==> config.mk <==
export PLATFORM = sky130hd
export DESIGN_NAME = sqrt_iter
export DESIGN_NICKNAME = d
export VERILOG_FILES = /design/src/rtl/sqrt_pkg.sv /design/src/rtl/sqrt_step.sv /design/src/rtl/sqrt_iter.sv
export SDC_FILE = /design/constraint.sdc
export NUM_CORES = 1
export LEC_CHECK = 0
export CAP_MARGIN = 20
export CORE_MARGIN = 2
export CORE_UTILIZATION = 48
export CTS_BUF_LIST = sky130_fd_sc_hd__clkbuf_8
export DETAILED_ROUTE_END_ITERATION = 8
export PLACE_DENSITY_LB_ADDON = 0.1
export RECOVER_POWER = 25
export SLEW_MARGIN = 30
export SYNTH_ARGS = -nofsm -noshare
export SYNTH_HDL_FRONTEND = slang
export SYNTH_SLANG_ARGS = --single-unit
==> constraint.sdc <==
create_clock -name clk_i -period 3.5 [get_ports clk_i]
set_clock_uncertainty 0.05 [all_clocks]
set_input_delay 0.7 -clock clk_i [delete_from_list [all_inputs] [get_ports clk_i]]
set_output_delay 0.7 -clock clk_i [all_outputs]
set_load 0.02 [all_outputs]
==> src/rtl/sqrt_pkg.sv <==
// Shared types and constants for the iterative square-root unit.
package sqrt_pkg;

    // IDLE is all-zero so "busy" is simply the OR of the state bits.
    typedef enum logic [1:0] {
        IDLE   = 2'd0,
        CALC   = 2'd1,
        FINISH = 2'd2
    } state_t;

    localparam int ROUND_FLOOR   = 0;
    localparam int ROUND_NEAREST = 1;

    function automatic int cnt_width(input int yw);
        return (yw < 1) ? 1 : $clog2(yw + 1);
    endfunction

endpackage

==> src/rtl/sqrt_step.sv <==
// One restoring square-root iteration: trial-subtract (res | m) from the partial remainder.
module sqrt_step #(
    parameter int XW = 18
) (
    input  logic [XW-1:0] x,
    input  logic [XW-1:0] res,
    input  logic [XW-2:0] m,
    output logic [XW-1:0] x_next,
    output logic [XW-1:0] res_next
);

    logic [XW-1:0] m_ext;
    logic [XW-1:0] b;

    // m never overlaps a set bit of res, so OR is the same as the add.
    assign m_ext = {1'b0, m};
    assign b     = res | m_ext;

    always_comb begin
        x_next   = x;
        res_next = res >> 1;
        if (x >= b) begin
            x_next   = x - b;
            res_next = (res >> 1) | m_ext;
        end
    end

endmodule

==> src/rtl/sqrt_iter.sv <==
// Iterative integer square root, one root bit per clock, with remainder and optional rounding.
module sqrt_iter
    import sqrt_pkg::*;
#(
    parameter int XW    = 18,
    parameter int ROUND = ROUND_FLOOR
) (
    input  logic            clk_i,
    input  logic            rst_i,
    input  logic            start_i,
    input  logic [XW-1:0]   x_bi,
    output logic [XW/2-1:0] y_bo,
    output logic [XW/2:0]   rem_bo,
    output logic            sat_o,
    output logic            busy_o,
    output logic            done_o,
    output state_t          state_o
);

    localparam int YW = XW / 2;
    localparam int CW = cnt_width(YW);

    state_t        state_q;
    state_t        state_d;
    logic [XW-1:0] x_q;
    logic [XW-1:0] res_q;
    logic [XW-2:0] m_q;
    logic [CW-1:0] cnt_q;
    logic [XW-1:0] x_next;
    logic [XW-1:0] res_next;
    logic          last_iter;

    logic [YW-1:0] r;
    logic [YW:0]   rem;
    logic [YW-1:0] y_fin;
    logic          y_sat;

    sqrt_step #(.XW(XW)) u_step (
        .x        (x_q),
        .res      (res_q),
        .m        (m_q),
        .x_next   (x_next),
        .res_next (res_next)
    );

    assign last_iter = (cnt_q == CW'(YW - 1));
    assign busy_o    = |state_q;
    assign state_o   = state_q;

    always_ff @(posedge clk_i) begin
        if (rst_i) begin
            state_q <= IDLE;
        end else begin
            state_q <= state_d;
        end
    end

    always_comb begin
        state_d = state_q;
        case (state_q)
            IDLE:    if (start_i) state_d = CALC;
            CALC:    if (last_iter) state_d = FINISH;
            FINISH:  state_d = IDLE;
            default: state_d = IDLE;
        endcase
    end

    // Round up only when the remainder exceeds r, i.e. x >= r^2 + r + 1.
    always_comb begin
        r     = res_q[YW-1:0];
        rem   = x_q[YW:0];
        y_fin = r;
        y_sat = 1'b0;
        if (ROUND == ROUND_NEAREST && rem > {1'b0, r}) begin
            if (&r) begin
                y_sat = 1'b1;
            end else begin
                y_fin = r + 1'b1;
            end
        end
    end

    always_ff @(posedge clk_i) begin
        if (rst_i) begin
            x_q    <= '0;
            res_q  <= '0;
            m_q    <= '0;
            cnt_q  <= '0;
            y_bo   <= '0;
            rem_bo <= '0;
            sat_o  <= 1'b0;
            done_o <= 1'b0;
        end else begin
            done_o <= 1'b0;
            case (state_q)
                IDLE: begin
                    if (start_i) begin
                        x_q   <= x_bi;
                        res_q <= '0;
                        m_q   <= {1'b1, {(XW-2){1'b0}}};
                        cnt_q <= '0;
                    end
                end
                CALC: begin
                    x_q   <= x_next;
                    res_q <= res_next;
                    m_q   <= m_q >> 2;
                    cnt_q <= cnt_q + 1'b1;
                end
                FINISH: begin
                    y_bo   <= y_fin;
                    rem_bo <= rem;
                    sat_o  <= y_sat;
                    done_o <= 1'b1;
                end
                default: ;
            endcase
        end
    end

endmodule

# Yosys cells after proc, flatten, opt, wreduce, memory -nomap -nowiden

Index checks and enable logic that the tools add are counted.

Add/sub/neg operators: 2
Order comparisons: 1
Equal/unequal tests: 6
Mux-type cells: 14
Bitwise operators: 2
Reduce and logical (&&, ||, !) cells: 6

Operator list:

| kind                                                  | number |
|---|---|
| one-hot mux 18 bit (2 select lines)                   | 2 |
| two-way mux 18 bit                                    | 3 |
| two-way mux 17 bit                                    | 2 |
| one-hot mux 17 bit (2 select lines)                   | 1 |
| greater-or-equal comparator 18 bit                    | 1 |
| bitwise OR 18 x 17 -> 18 bit                          | 1 |
| subtractor 18 bit                                     | 1 |
| bitwise OR 17 bit                                     | 1 |
| one-hot mux 4 bit (2 select lines)                    | 1 |
| adder 4 x 1 -> 4 bit, second input constant           | 1 |
| equality test 4 bit, second input constant            | 1 |
| two-way mux 2 bit                                     | 2 |
| two-way mux 4 bit                                     | 1 |
| inequality test 2 bit, second input constant          | 2 |
| one-hot mux 2 bit (2 select lines)                    | 1 |
| AND reduction 2 bit                                   | 2 |
| AND reduction 3 bit                                   | 1 |
| equality test 2 x 1 -> 1 bit, second input constant   | 1 |
| equality test 2 bit, second input constant            | 1 |
| logical NOT 2 bit                                     | 1 |
| inequality test 2 x 1 -> 1 bit, second input constant | 1 |
| nonzero test 2 bit                                    | 1 |
| OR reduction 2 bit                                    | 1 |
| two-way mux 1 bit                                     | 1 |

Bits in registers: 79
Word-level logic and storage cells: 39

# Longest topological paths before layout

Gate-level depths: netlist of the first run.

Word-level depth: 4
Gate-level depth with buffers: 11
Gate-level depth less buffers: 10

# Hierarchy

From an unflattened synthesis of the first run, not the netlist that was laid out.

Cells, all modules: 476
Area, all modules: 4005.1 µm²

Modules (own cells, without submodules):

| module    | instances | cells an instance | area each (µm²) |
|---|---|---|---|
| sqrt_iter | 1         | 279               | 2641.3 |
| sqrt_step | 1         | 197               | 1363.8 |

# Worst setup path after synthesis of the first run

No wires, ideal clock.

Path type: reg2reg
Start point: reg res_q[0]
End point: reg x_q[16]
Library setup time: 0.091 ns
Arrival time: 2.709 ns
Setup slack: 0.650 ns
Cell stages (with the launch flop): 12
Cell sequence: dfxtp_1 -> or2_2 -> ha_1 -> fa_1 -> nor2b_1 -> o2111ai_2 -> a21oi_1 -> o41a_1 -> a21bo_2 -> clkbuf_1 -> a21oi_1 -> a311oi_1

Cells in the longest elaborated chain, start to end: 4
Elaborated cells on any way between the ends: 7

RTL lines:

| what                                                                              | RTL line                         | source |
|---|---|---|
| start, declared                                                                   | sqrt_iter.sv:26                  | `logic [XW-1:0] res_q;` |
| start signal, assigned                                                            | sqrt_iter.sv:106                 | `res_q <= res_next;` |
| bitwise OR 18 x 17 -> 18 bit *                                                    | sqrt_step.sv:17                  | `assign b = res \| m_ext;` |
| subtractor 18 bit / greater-or-equal comparator 18 bit (equally long branches)    | sqrt_step.sv:23, sqrt_step.sv:22 |  |
| two-way mux 18 bit / inequality test 2 x 1 -> 1 bit (equally long branches)       | -                                |  |
| one-hot mux 18 bit (2 select lines) / AND reduction 3 bit (equally long branches) | -                                |  |
| end signal, assigned                                                              | sqrt_iter.sv:98                  | `x_q <= x_bi;` |
| end signal, assigned                                                              | sqrt_iter.sv:105                 | `x_q <= x_next;` |
| end, declared                                                                     | sqrt_iter.sv:25                  | `logic [XW-1:0] x_q;` |

Every way passes the cells marked *; elsewhere a longest branch is shown, timed or not. The select of a mux whose other input is x is not followed.
A chain may end at the register's enable or synchronous reset.

# Worst setup path in the final report of the first run

Start point: reg res_q[0]
End point: reg x_q[15]

The elaborated chain is that of the path after synthesis.

==> flow_metrics.py, run 1 <==
metrics = {
    "power_and_ir_drop": {
        "combinationalPowerShare": 0.325,
        "power.density_nw_per_um2": 528,
        "seq_power_share": 0.377,
        "p_total_mw": 2.34,
        "switchingPower_mw": 0.834,
        "ir_drop_uv": 223,
        "clkPwrFrac": 0.298,
        "internal_power_mw": 1.50,
        "switching_share": 0.357,
        "p_leak_nw": 1.67,
    },
    "clocking": {
        "cts_setup_buffers": 0,
        "hold_buffers": 0,
        "cts.sinks": 70,
        "clock-root-buffer": "clkbuf_8",
        "h-tree-depth": 3,
        "cts_buffers": 9,
        "clock_latency_ps": 360,
        "post_cts_resized": 0,
        "path_clk_slew_ps": 90,
        "clockBufferDepth": 2,
        "tritoncts": "yes",
    },
    "die": {
        "dieArea_um2": 8450,
        "start_util": 0.488,
        "ioPinCount": 45,
        "fp.dieH_um": 91.9,
        "coreArea_um2": 7610,
        "die_w_um": 91.9,
        "rows": 32,
    },
    "job": {
        "drv_cap": 0,
    },
    "sta": {
        "max_slew_margin": 0.0259,
        "finalSetupViolCount": 0,
        "fin_crit_sh": 0.889,
        "finalHoldViolations": 0,
        "slew_viol_final": 0,
        "finalSetupTns_ps": 0,
        "rsz0062_at_grt": "no",
        "worst_pin_slew_ps": 1460,
        "period_needed_ps": 3110,
        "max_freq_mhz": 322,
    },
    "worst_hold_path": {
        "hp-class": "flop to flop",
    },
    "final_layout": {
        "instances_no_fill": 597,
        "num_antenna_cells": 0,
        "area_growth_pct": 19.3,
        "drive_gt1_frac": 0.0727,
        "final_nets": 531,
    },
    "logic_synthesis": {
        "syn-cell-area_um2": 3710,
        "synth_cells": 455,
        "synth.avg_cell_area_um2": 8.15,
        "async_flop_share": 0,
        "synth_edf_count": 0,
        "yosys_warnings": 0,
        "ys.flop_type": "dfxtp_1",
        "synth-seq-area-share": 0.378,
        "synth_nets": 496,
        "ys_types": 55,
        "synth_seq_cells": 70,
    },
    "run_status": {
        "status": "complete, no violations",
    },
    "critical_path": {
        "cp.arrival_ps": 3370,
        "crit_path_start_kind": "flop",
        "worstPathRequired_ps": 3760,
        "crit_type": "flop to flop",
        "critPathMaxFanout": 15,
        "worstSetupEndpointType": "flop",
    },
    "placed_design": {
        "gp_congestion": 0.837,
        "dp_hpwl_um": 6720,
        "portBuffers": 43,
        "placedCellCount": 581,
    },
    "drt": {
        "totalWireLength_um": 9640,
        "drc": 0,
        "viasPerCell": 5.73,
        "dr_total_vias": 3418,
        "drtIter0Drc": 155,
        "antenna_left": 0,
        "first_pass_iters": 4,
        "post_drt_wl_per_cell_um": 16.1,
    },
    "grt": {
        "grt_pass1_wl_um": 16000,
        "antenna_found_initial": 0,
        "grt_usage": 0.239,
        "grt_max_degree": 57,
        "overflow": 0,
        "first_global_vias": 3211,
    },
}
## metrics by stage
step	util	worst slack [ps]	area, um^2	hold WS, ps
global placement	0.555	485	4220	391
detailed placement	0.555	399	4220	396
global route	0.582	199	4430	433
CTS	0.582	366	4430	409
floorplan	-	650	3710	382
finish	0.582	390	4430	403
## Yosys cell counts, drive strengths merged (2+ instances only)
| library cell | number | area (um^2) |
|---|---|---|
| a311oi | 9 | 78.8 |
| o21a | 4 | 30.0 |
| and3 | 4 | 30.0 |
| a22oi | 13 | 97.6 |
| mux2i | 3 | 30.0 |
| a211oi | 10 | 75.1 |
| a21boi | 4 | 33.8 |
| a21oi | 51 | 259 |
| nand2 | 67 | 251 |
| nand4 | 3 | 18.8 |
| o311ai | 2 | 17.5 |
| or3 | 2 | 12.5 |
| a31oi | 3 | 18.8 |
| o21ai | 17 | 85.1 |
| xor2 | 3 | 26.3 |
| xnor2 | 4 | 35.0 |
| nor2 | 42 | 158 |
| nor2b | 5 | 31.3 |
| buf | 6 | 37.5 |
| a2111oi | 2 | 17.5 |
| dfxtp | 70 | 1400 |
| nor3 | 8 | 40.0 |
| or2 | 3 | 18.8 |
| inv | 16 | 60.1 |
| o2bb2ai | 5 | 43.8 |
| nor3b | 3 | 22.5 |
| a2111o | 2 | 22.5 |
| a22o | 15 | 131 |
| nand3 | 5 | 25.0 |
| and4b | 2 | 20.0 |
| a21o | 11 | 82.6 |
| nand2b | 5 | 31.3 |
| ha | 19 | 238 |
| clkbuf | 22 | 82.6 |
## logic make-up after synthesis
| logic type | synth area share |
|---|---|
| adders and majority gates | 0.0695 |
| DFF | 0.378 |
| xor gates and xnor gates | 0.0165 |
| and+or+nand+nor | 0.182 |
| muxes | 0.0111 |
| AOI/OAI and AO/OA | 0.294 |
| buffers and inverters | 0.0486 |
| other | 0.00101 |
## worst paths after layout
| kind | slack [ps] | to | cells after the start | startpoint |
|---|---|---|---|---|
| worst min-delay path | 400 | rem_bo[8] | 2 | rem_bo[8] |
| worst max register to register | 390 | x_q[15] | 10 | res_q[0] |
| worst min register to register | 400 | rem_bo[8] | 2 | rem_bo[8] |
| worst max-delay path | 390 | x_q[15] | 10 | res_q[0] |
## worst max-delay path, stage by stage (launching register included)
cell       delay (ps)
dfxtp_1           320
or2_2             290
ha_1              210
fa_1              410
nor2b_1           230
o2111ai_2         150
a21oi_1           250
o41a_1            270
a21bo_2           390
and3_4            330
a221o_1           160
## final cells by class
cell class              instances  area [um^2]
clock inverters                 7         81.3
flip-flops and latches         70         1400
clock buffers                   9          124
repair buffers                 52          502
well taps                     102          128
multi-input cells             341         2130
inverters                      16         60.1
fillers                       720         3180
## state kept, by name, summed over array words and instances, names as in the netlist
register and flops:
y_bo 9, cnt_q 4, x_q 18, rem_bo 10, res_q 17, done_o 1
state_o 2, m_q 9
## power groups by stage
stage	sequential, mW	clock, mW	combinational (mW)
after floorplan	0.883	0	0.586
after detailed placement	0.900	0	0.750
after global placement	0.899	0	0.748
final	0.881	0.697	0.759
after global routing	0.888	0.741	0.841
after CTS	0.881	0.708	0.755
## layer usage
metal,track usage,vias to the layer above,wire length (um)
met5,0,-,0
met3,0.0378,12,362
met1,0.326,1624,4700
met2,0.390,64,4460
met4,0.0721,0,117
li1,-,1718,-
## layout by cell type (no fill, tap or decap), types with 2 or more instances in the layout
| master | netlist | final |
|---|---|---|
| o311ai_0 | 2 | 2 |
| nand4_1 | 3 | 3 |
| clkbuf_8 | 0 | 9 |
| a22oi_1 | 13 | 13 |
| a211oi_1 | 10 | 10 |
| nand2b_1 | 5 | 5 |
| nor3_1 | 8 | 8 |
| or2_2 | 3 | 3 |
| nand2_1 | 67 | 67 |
| a21boi_0 | 3 | 3 |
| clkdlybuf4s50_1 | 0 | 41 |
| dfxtp_1 | 70 | 70 |
| nor2_1 | 42 | 42 |
| inv_1 | 16 | 16 |
| or3_1 | 2 | 2 |
| a311oi_1 | 9 | 9 |
| o2bb2ai_1 | 5 | 5 |
| mux2i_1 | 3 | 3 |
| and3_1 | 3 | 3 |
| a2111o_1 | 2 | 2 |
| ha_1 | 19 | 19 |
| nor2b_1 | 5 | 4 |
| xnor2_1 | 4 | 4 |
| a2111oi_0 | 2 | 2 |
| xor2_1 | 3 | 3 |
| a22o_1 | 15 | 15 |
| o21a_1 | 4 | 4 |
| clkinvlp_4 | 0 | 3 |
| inv_6 | 0 | 2 |
| a21o_1 | 11 | 11 |
| a31oi_1 | 3 | 3 |
| and4b_1 | 2 | 2 |
| a21oi_1 | 50 | 50 |
| nand3_1 | 5 | 5 |
| buf_4 | 1 | 7 |
| nor3b_1 | 3 | 3 |
| o21ai_0 | 17 | 17 |
(Power assumes the default switching activity.)
==> inputs of run 2 (changes only) <==
--- a/config.mk
+++ b/config.mk
@@ -6,12 +6,14 @@
 export NUM_CORES = 1
 export LEC_CHECK = 0
 export CAP_MARGIN = 20
+export CORE_ASPECT_RATIO = 0.7
 export CORE_MARGIN = 2
 export CORE_UTILIZATION = 48
 export CTS_BUF_LIST = sky130_fd_sc_hd__clkbuf_8
 export DETAILED_ROUTE_END_ITERATION = 8
 export PLACE_DENSITY_LB_ADDON = 0.1
 export RECOVER_POWER = 25
+export SETUP_SLACK_MARGIN = 0.05
 export SLEW_MARGIN = 30
 export SYNTH_ARGS = -nofsm -noshare
 export SYNTH_HDL_FRONTEND = slang
==> flow_metrics.py, run 2 (synthesis gave the netlist of run 1 again) <==
metrics = {
    "final_layout": {
        "top_register": "x_q",
        "final_nets": 531,
        "largestRegisters": "x_q: 18 flops, res_q: 17 flops, rem_bo: 10 flops",
        "utilization": 0.596,
        "largest_register_ffs": 18,
        "num-fill-cells": 719,
        "area_growth_pct": 18.7,
        "num_antenna_cells": 0,
        "mostFrequentLayoutCells": "dfxtp_1 (70), nand2_1 (67), a21oi_1 (50), nor2_1 (42), clkdlybuf4s50_1 (42)",
        "drive_gt1_frac": 0.0707,
        "seq_area_um2": 1400,
        "final_common_cell": "dfxtp_1",
        "multi_input_area_um2": 2130,
    },
    "critical_path": {
        "worstPathRequired_ps": 3700,
        "critPathMaxStageDelay_ps": 410,
        "crit_family": "compound AO/OA/AOI/OAI gates",
        "crit_top_cell": "a21oi_1",
        "cp_slowest_cell": "fa_1",
        "critPathMaxFanout": 15,
        "worstSetupEndpointType": "flop",
        "path_cells": "or2_2, ha_1, fa_1, nor2b_1, o2111ai_2, a21oi_1, o41a_1, a21bo_2, a21oi_1, a311oi_1",
        "reg2regPathDepth": 10,
        "cp.arrival_ps": 3330,
        "path_depth": 10,
        "critical_path_buf_inv_count": 0,
        "crit_path_start_kind": "flop",
        "crit_type": "flop to flop",
    },
    "power_and_ir_drop": {
        "combinationalPowerShare": 0.333,
        "internal_power_mw": 1.49,
        "ir_drop_uv": 224,
        "switchingPower_mw": 0.821,
        "seq_power_share": 0.381,
        "power.density_nw_per_um2": 526,
        "clkPwrFrac": 0.286,
        "p_leak_nw": 1.68,
        "switching_share": 0.355,
    },
    "die": {
        "die_w_um": 109,
        "fp.dieH_um": 77.5,
        "start_util": 0.502,
        "rows": 26,
        "coreArea_um2": 7380,
        "dieArea_um2": 8460,
        "ioPinCount": 45,
    },
    "clocking": {
        "cts_setup_buffers": 0,
        "cts.sinks": 70,
        "post_cts_resized": 0,
        "clock-root-buffer": "clkbuf_8",
        "h-tree-depth": 3,
        "hold_buffers": 0,
        "cts_buffers": 9,
        "tritoncts": "yes",
        "clock_latency_ps": 350,
        "clockBufferDepth": 2,
        "path_clk_slew_ps": 80,
    },
    "sta": {
        "max_freq_mhz": 319,
        "finalSetupViolCount": 0,
        "finalHoldViolations": 0,
        "max_slew_margin": 0.498,
        "fin_crit_sh": 0.895,
        "finalSetupTns_ps": 0,
        "setup_slack_ps": 368,
        "period_needed_ps": 3130,
        "slew_viol_final": 0,
        "worst_pin_slew_ps": 753,
        "rsz0062_at_grt": "no",
    },
    "drt": {
        "antenna_left": 0,
        "drc": 0,
        "post_drt_wl_per_cell_um": 17.2,
        "totalWireLength_um": 10200,
        "dr_total_vias": 3448,
        "drtIter0Drc": 160,
        "viasPerCell": 5.81,
        "first_pass_iters": 4,
    },
    "placed_design": {
        "portBuffers": 43,
        "pre_cts_slack_ps": 430,
        "gp_congestion": 0.905,
        "dp_hpwl_um": 7420,
    },
    "grt": {
        "grt_pass1_wl_um": 16600,
        "grt_usage": 0.256,
        "grt_max_degree": 38,
        "overflow": 0,
        "first_global_vias": 3169,
        "antenna_found_initial": 0,
    },
    "job": {
        "drv_cap": 0,
    },
    "worst_hold_path": {
        "whs_path_depth": 2,
        "hp-class": "flop to flop",
    },
    "run_status": {
        "status": "complete, no violations",
    },
}
-- run 2: cell types whose count changed in the layout (fill, tap and decap cells not counted), sizes merged --
cell	change
clkinv	+3
clkinvlp	-3
clkdlybuf4s50	+1
dlygate4sd3	-1
-- run 2: final cells by class --
cell class	count	share of cell area
well taps	98	0.0279
inverters	16	0.0136
clock buffers	9	0.0281
repair buffers	52	0.111
clock inverters	7	0.0168
flip-flops and latches	70	0.318
multi-input cells	341	0.484
-- run 2: worst register-to-register path: stages (launching register included) --
cell,delay (ps)
dfxtp_1,330
or2_2,290
ha_1,210
fa_1,410
nor2b_1,220
o2111ai_2,160
a21oi_1,270
o41a_1,280
a21bo_2,390
a21oi_1,140
a311oi_1,290
-- run 2: through the flow --
step                      power [mW]  hold WS (ps)  cell area, um^2  std cells
after global placement          1.65           393             4210        577
after detailed placement        1.66           397             4210        577
final                           2.32           405             4400        593
after global routing            2.45           428             4400        593
after CTS                       2.32           408             4400        593
after floorplan                 1.47           382             3710        455
-- run 2: final timing paths --
kind / endpoint / slack, ps / start
worst max-delay path: x_q[10] / 370 / res_q[0]
worst min register to register: rem_bo[8] / 400 / rem_bo[8]
worst max register to register: x_q[10] / 370 / res_q[0]
worst min-delay path: rem_bo[8] / 400 / rem_bo[8]
-- run 2: power by group through the flow --
| stage | Combinational [mW] | Clock, mW | Sequential (mW) |
|---|---|---|---|
| 2_1_floorplan | 0.586 | 0 | 0.883 |
| 3_3_place_gp | 0.753 | 0 | 0.900 |
| 3_5_place_dp | 0.757 | 0 | 0.900 |
| 4_1_cts | 0.762 | 0.672 | 0.881 |
| 5_1_grt | 0.862 | 0.705 | 0.887 |
| 6_report | 0.771 | 0.662 | 0.882 |
-- run 2: per-layer routing --
metal | vias up | global-route usage | share of wire
li1 | 1723 | - | -
met1 | 1632 | 0.360 | 0.50
met2 | 83 | 0.380 | 0.42
met3 | 10 | 0.0765 | 0.078
met4 | 0 | 0.0679 | 0.0093
met5 | - | 0 | 0
